$ cat src/rtl/mem_wb_stage.sv
// rtl/mem_wb_stage.sv - RV32 MEM/WB pipeline register with load formatting and retire counter
//
// Captures the MEM-stage result into the MEM/WB register, formats load data
// by funct3 and byte offset, and drives the register-file write port and the
// WB->EX forwarding path from that registered state.
//
// Ports:
//   clk, resetn            clock, synchronous active-low reset
//   memValid, memRd,       MEM-stage instruction valid, destination register,
//   memRegWrite, memWbSel  write enable, writeback source select
//   memFunct3              load type
//   aluResult, readData,   ALU result / address, aligned memory word,
//   pcPlus4                return address
//   stall, flush           hold / bubble the MEM/WB register
//   rfWriteEnable/Addr/Data register-file write port
//   fwdValid/fwdRd/fwdData forwarding path (mirrors the write port)
//   loadMisaligned         WB entry is a misaligned load
//   instret                64-bit retired-instruction count

module mem_wb_stage (
    input  logic        clk,
    input  logic        resetn,
    input  logic        memValid,
    input  logic [4:0]  memRd,
    input  logic        memRegWrite,
    input  logic [1:0]  memWbSel,
    input  logic [2:0]  memFunct3,
    input  logic [31:0] aluResult,
    input  logic [31:0] readData,
    input  logic [31:0] pcPlus4,
    input  logic        stall,
    input  logic        flush,
    output logic        rfWriteEnable,
    output logic [4:0]  rfWriteAddr,
    output logic [31:0] rfWriteData,
    output logic        fwdValid,
    output logic [4:0]  fwdRd,
    output logic [31:0] fwdData,
    output logic        loadMisaligned,
    output logic [63:0] instret
);

    logic        wbValid;
    logic [4:0]  wbRd;
    logic        wbRegWrite;
    logic [31:0] wbData;
    logic        wbMisaligned;
    logic [63:0] instretCount;

    logic [1:0]  byteOffset;
    logic [7:0]  byteVal;
    logic [15:0] halfVal;
    logic [31:0] loadData;
    logic        misalign;
    logic [31:0] selData;
    logic        nextMisaligned;

    assign byteOffset = aluResult[1:0];

    always_comb begin
        byteVal = readData[7:0];
        case (byteOffset)
            2'd0: byteVal = readData[7:0];
            2'd1: byteVal = readData[15:8];
            2'd2: byteVal = readData[23:16];
            2'd3: byteVal = readData[31:24];
            default: byteVal = readData[7:0];
        endcase
    end

    // Halfword lane is chosen by a[1] only; a[0] is a misalign, not a shift.
    assign halfVal = byteOffset[1] ? readData[31:16] : readData[15:0];

    always_comb begin
        loadData = 32'd0;
        misalign = 1'b0;
        case (memFunct3)
            3'b000: loadData = {{24{byteVal[7]}}, byteVal};
            3'b001: begin
                loadData = {{16{halfVal[15]}}, halfVal};
                misalign = byteOffset[0];
            end
            3'b010: begin
                loadData = readData;
                misalign = (byteOffset != 2'd0);
            end
            3'b100: loadData = {24'd0, byteVal};
            3'b101: begin
                loadData = {16'd0, halfVal};
                misalign = byteOffset[0];
            end
            default: loadData = 32'd0;
        endcase
    end

    // Reserved select 11 falls back to the ALU result.
    always_comb begin
        selData = aluResult;
        case (memWbSel)
            2'b01:   selData = loadData;
            2'b10:   selData = pcPlus4;
            default: selData = aluResult;
        endcase
    end

    assign nextMisaligned = memValid & (memWbSel == 2'b01) & misalign;

    always_ff @(posedge clk) begin
        if (!resetn) begin
            wbValid      <= 1'b0;
            wbRd         <= 5'd0;
            wbRegWrite   <= 1'b0;
            wbData       <= 32'd0;
            wbMisaligned <= 1'b0;
            instretCount <= 64'd0;
        end else if (flush) begin
            wbValid      <= 1'b0;
            wbRd         <= 5'd0;
            wbRegWrite   <= 1'b0;
            wbData       <= 32'd0;
            wbMisaligned <= 1'b0;
        end else if (!stall) begin
            wbValid      <= memValid;
            wbRd         <= memRd;
            wbRegWrite   <= memRegWrite;
            wbData       <= selData;
            wbMisaligned <= nextMisaligned;
            // A misaligned load traps instead of retiring; wraps naturally at 2^64.
            if (memValid && !nextMisaligned) begin
                instretCount <= instretCount + 64'd1;
            end
        end
    end

    assign rfWriteEnable  = wbValid & wbRegWrite & (wbRd != 5'd0) & ~wbMisaligned;
    assign rfWriteAddr    = wbRd;
    assign rfWriteData    = wbData;
    assign fwdValid       = rfWriteEnable;
    assign fwdRd          = wbRd;
    assign fwdData        = wbData;
    assign loadMisaligned = wbValid & wbMisaligned;
    assign instret        = instretCount;

endmodule

$ cat config.mk
export PLATFORM = sky130hd
export DESIGN_NAME = mem_wb_stage
export DESIGN_NICKNAME = d
export VERILOG_FILES = /design/src/rtl/mem_wb_stage.sv
export SDC_FILE = /design/constraint.sdc
export NUM_CORES = 1
export LEC_CHECK = 0
export CAP_MARGIN = 40
export CORE_MARGIN = 2
export CORE_UTILIZATION = 47
export DETAILED_ROUTE_END_ITERATION = 6
export PLACE_DENSITY = 0.95
export SLEW_MARGIN = 20
export SYNTH_ARGS = -nofsm -noshare
export SYNTH_HDL_FRONTEND = slang
export SYNTH_SLANG_ARGS = --single-unit
$ cat constraint.sdc
create_clock -name clk -period 5.8 [get_ports clk]
set_clock_uncertainty 0.15 [all_clocks]
set_input_delay 0.58 -clock clk [delete_from_list [all_inputs] [get_ports clk]]
set_output_delay 0.58 -clock clk [all_outputs]
set_load 0.05 [all_outputs]
---- After elaboration in Yosys (flattened, before gate mapping) ----
Cells that the tools add are included.
Widths: inputs -> output; s select.
word-level totals
  register bits ........................... 104
  word-level logic and storage cells ...... 40
  latch bits .............................. 0
  input port bits ......................... 112
  bits in read-only memories .............. 0
  bits in writable memories ............... 0
  memories ................................ 0
operators by class
  bitwise logic cells ..................... 10
  reduce and logical (&&, ||, !) cells .... 9
  shifts and indexed selects .............. 0
  divide/modulo/power cells ............... 0
  multiply operators ...................... 0
  muxes and demuxes ....................... 5
  $add $sub $neg .......................... 1
  equality and inequality tests ........... 9
  magnitude comparators ................... 0
operator list
  kind                   number
  $pmux 32 s5            1
  $add 64x1->64 const B  1
  $pmux 32 s2            1
  $pmux 8 s4             1
  $mux 16                1
  $and 1x1->1            6
  $eq 2x2->1 const B     3
  $eq 3x3->1 const B     2
  $reduce_bool 5->1      1
  $eq 2x1->1 const B     2
  $not 1->1              4
  $reduce_or 2->1        2
  $eq 3x1->1 const B     1
  $eq 3x2->1 const B     1
  $logic_not 3->1        1
  $reduce_and 3->1       1
  $logic_not 2->1        1
  $pmux 1 s2             1
  $reduce_bool 2->1      1
  $logic_and 1x1->1      1
  $logic_not 1->1        1

---- Longest topological paths before layout ----
  depth after elaboration ................. 7
  depth in mapped cells ................... 11

---- Worst setup path before layout ----
OpenSTA, ideal clock, no wires.
  path type ............................... register to output
  from .................................... reg wbRd[0] (netlist: fwdRd[0])
  to ...................................... out rfWriteEnable
  buffers on the path ..................... 1
  data required time ...................... 5.070 ns
  stages on the path, launching flop included .. 5
  data arrival time ....................... 2.401 ns
  setup slack ............................. 2.669 ns
  cells stage by stage .................... dfxtp_1 or4_1 nor2_1 nor3_1 buf_4
on the way
  longest elaborated chain between the ends .. 3
ends and longest elaborated chain
  element                   line  source
  start: declaration        44    logic [4:0] wbRd;
  start signal: assignment  124   wbRd <= memRd;
  $reduce_bool 5->1         135   assign rfWriteEnable = wbValid & wbRegWrite & (wbRd != 5'd0) & ~wbMisaligned;
  $and 1x1->1 (2 in a row)  135
  end: declaration          33    output logic rfWriteEnable,
Every way passes these cells.

---- Worst setup path in the final report ----
  from .................................... in memFunct3[0]
  to ...................................... reg instretCount[52] (netlist: instret[52])
on the way
  longest elaborated chain between the ends .. 7
  elaborated cells on any way between the ends .. 9
ends and longest elaborated chain
  element                                   line  source
  start: declaration                        27    input logic [2:0] memFunct3,
  $eq 3x3->1 or $eq 3x1->1 (tied branches)  77    case (memFunct3)
  $reduce_or 2->1 (no line)                 -
  $pmux 1 s2 (*)                            77
  $and 1x1->1 (*)                           106   assign nextMisaligned = memValid & (memWbSel == 2'b01) & misalign;
  $logic_not 1->1 (*)                       129   if (memValid && !nextMisaligned) begin
  $logic_and 1x1->1 (*)                     129
  $reduce_and 3->1 (no line) (*)            -
  end signal: assignment                    130   instretCount <= instretCount + 64'd1;
  end: declaration                          48    logic [63:0] instretCount;
Every way passes the cells marked *; elsewhere a longest branch is shown, timed or not.
A chain may end at the register's enable or synchronous reset.

==> impl_metrics.tcl <==
set metrics [dict create \
    slew-limit-headroom_pct 45.1 \
    finalWeightedCongestion 0.964 \
    avgSynthCellArea_um2 8.04 \
    synth_top_cells_by_count "dfxtp_1 (104), a21oi_1 (71), nand2_1 (67), nor2_1 (51), clkbuf_1 (46)" \
    grt_util_met2_pct 47.8 \
    syn_to_final_growth_pct 44.7 \
    worst-slew-pin-transition_ns 0.822 \
    met3_usage_pct 5.15 \
    powerDensity_nw_per_um2 193 \
    grtUsageMet1_pct 40.7 \
    final_nets 1049 \
    start_util_pct 47.8 \
    maxCapViolations 0 \
    critPathMaxFanout 29 \
    critPathKind "primary input to flip-flop" \
    worst_skew_pair.late_latency_ns 0.35 \
    drtAntennaViolNets 0 \
    hold_viol_final 0 \
    yosysTopAreaCellShare_pct 34.7 \
    vias 6889 \
    start_kind "primary input" \
    endpoint_kind "flip-flop" \
    postCtsResizedCells 0 \
    synth-async-reset-ratio_pct 0 \
    rows 41 \
    synth_seq_cells 104 \
    busiest_layer "met2" \
    dr.pass1.iters 7 \
    synth.most_common_cell "dfxtp_1" \
    min_path_type "flip-flop to flip-flop" \
    p_leak_nw 2.81 \
    die_area_um2 13700 \
    rsz0062_at_grt "false" \
    clk_pin_slew_ns 0.07 \
    synthesis.area_um2 6000 \
    max_freq_mhz 304 \
    ys_types 50 \
    antenna_found_initial 0 \
    synth_edf_count 0 \
    yosys.area.top_type "dfxtp_1" \
    ctsHtreeMaxLevel 3 \
    yosysWarningCount 0 \
    drt-wirelength-per-cell_um 19.3 \
    overflow 0 \
    fin_setup_tns_ns 0 \
    synth_cells 747 \
    numCtsBuffers 9 \
    die_h_um 117 \
    period_share_pct 56.7 \
    die_w_um 117 \
    post_cts_buffers 0 \
    grt_first_pass_wirelength_mm 32.1 \
    antenna_cells 0 \
    status "finished, violations left" \
    port_buffers 252 \
    finalCriticalPeriod_ns 3.29 \
    hold_buffers 0 \
    synth_ff_type "dfxtp_1" \
    ios 253 \
    core_area_um2 12600 \
    violations "design-rule violations" \
    numClockSinks 104 \
    grt_start_max_net_pins 36 \
    pre_cts_slack_ns 2.06 \
    drc 3 \
    dpl.hpwl_mm 15.8 \
    slew_violations 0 \
    finalWirelength_mm 21.4 \
    grt_use_total_pct 30.2 \
    fin_ws_ns 2.51 \
    drive_gt1_share_pct 4.37 \
    worstPathRequired_ns 5.93 \
    first_iter_violations 959 \
    cts_root_buffer "clkbuf_16" \
    synth_nets 862 \
    grt_pass1_vias 6076 \
    ir_worst_vdd_uv 125 \
    synth_seq_area_share_pct 34.7 \
    setup_viol 0 \
    worstPathArrival_ns 3.42 \
    synth.top_cells.by_area "dfxtp_1 (35%), a21oi_1 (5.9%), mux2i_1 (5.3%)" \
    clk_path_buf_depth 2 \
    cts_tree "built" \
    avgViaCountPerCell 6.20 \
]
## layout by cell type (no fill, tap or decap), drive strengths merged, types with 15 or more instances in the layout
cell           instances
clkdlybuf4s50        251
dfxtp                104
a21oi                 71
nand2                 67
nor2                  51
nand3                 34
mux2i                 32
or4                   27
nor4                  24
xnor2                 23
o221ai                21
o21ai                 21
inv                   21
o31ai                 20
a221o                 16
buf                   15
## cell families after synthesis
logic type      after synthesis  synth area share [%]
simple gates                273                  24.0
compound gates              198                  22.0
buf+inv                     112                  9.52
flops                       104                  34.7
mux                          33                  5.71
xor+xnor                     24                  3.50
fa+ha+maj                     3                 0.625
## layer usage
layer | up-vias | share of wire, %
li1 | 3151 | -
met1 | 3251 | 41
met2 | 415 | 46
met3 | 72 | 9.2
met4 | 0 | 3.9
met5 | - | 0
## metrics by stage
stage | utilization (%) | instance area (um^2) | std cells | total power [mW] | hold slack (ns)
finish | 69.1 | 8690 | 1111 | 1.68 | 0.330
CTS | 69.0 | 8670 | 1109 | 1.67 | 0.330
global placement | 66.1 | 8310 | 1088 | 1.08 | 0.316
global route | 69.1 | 8690 | 1111 | 1.73 | 0.347
detailed placement | 66.7 | 8390 | 1093 | 1.09 | 0.319
floorplan | - | 6000 | 747 | 0.943 | 0.313
## sequential cells by signal (all words and copies together) (netlist names)
| register | cells |
|---|---|
| fwdData | 32 |
| fwdRd | 5 |
| instret | 64 |
| wbMisaligned | 1 |
| wbRegWrite | 1 |
| wbValid | 1 |
## cell type report
cell class / instances / area [um^2]
Sequential cell: 104 / 2080
Tap cell: 172 / 215
Clock buffer: 11 / 243
Timing Repair Buffer: 266 / 2670
Clock inverter: 5 / 41.3
Fill cell: 953 / 3880
Inverter: 22 / 82.6
Multi-Input combinational cell: 531 / 3360
## worst max-delay path, stage by stage
cell and delay (ns):
clkdlybuf4s50_1 0.85, or3b_2 0.27, a21oi_2 0.06, buf_4 0.22, or3_1 0.53, buf_8 0.23
or4_1 0.50, a21oi_1 0.15
## power breakdown
part | total (mW) | switching [mW] | internal [mW]
registers | 0.735 | 0.0107 | 0.725
logic | 0.349 | 0.197 | 0.152
clock network | 0.591 | 0.284 | 0.307
total | 1.68 | 0.492 | 1.18
## final timing paths
path / start / end / slack, ns / cells after the start
setup / recovery: memFunct3[0] / instret[52] / 2.51 / 8
hold / removal: fwdData[25] / fwdData[25] / 0.33 / 2
setup reg to reg: instret[0] / instret[50] / 2.68 / 6
hold reg to reg: fwdData[25] / fwdData[25] / 0.33 / 2
No activity file was read; power rests on OpenSTA's default activity.
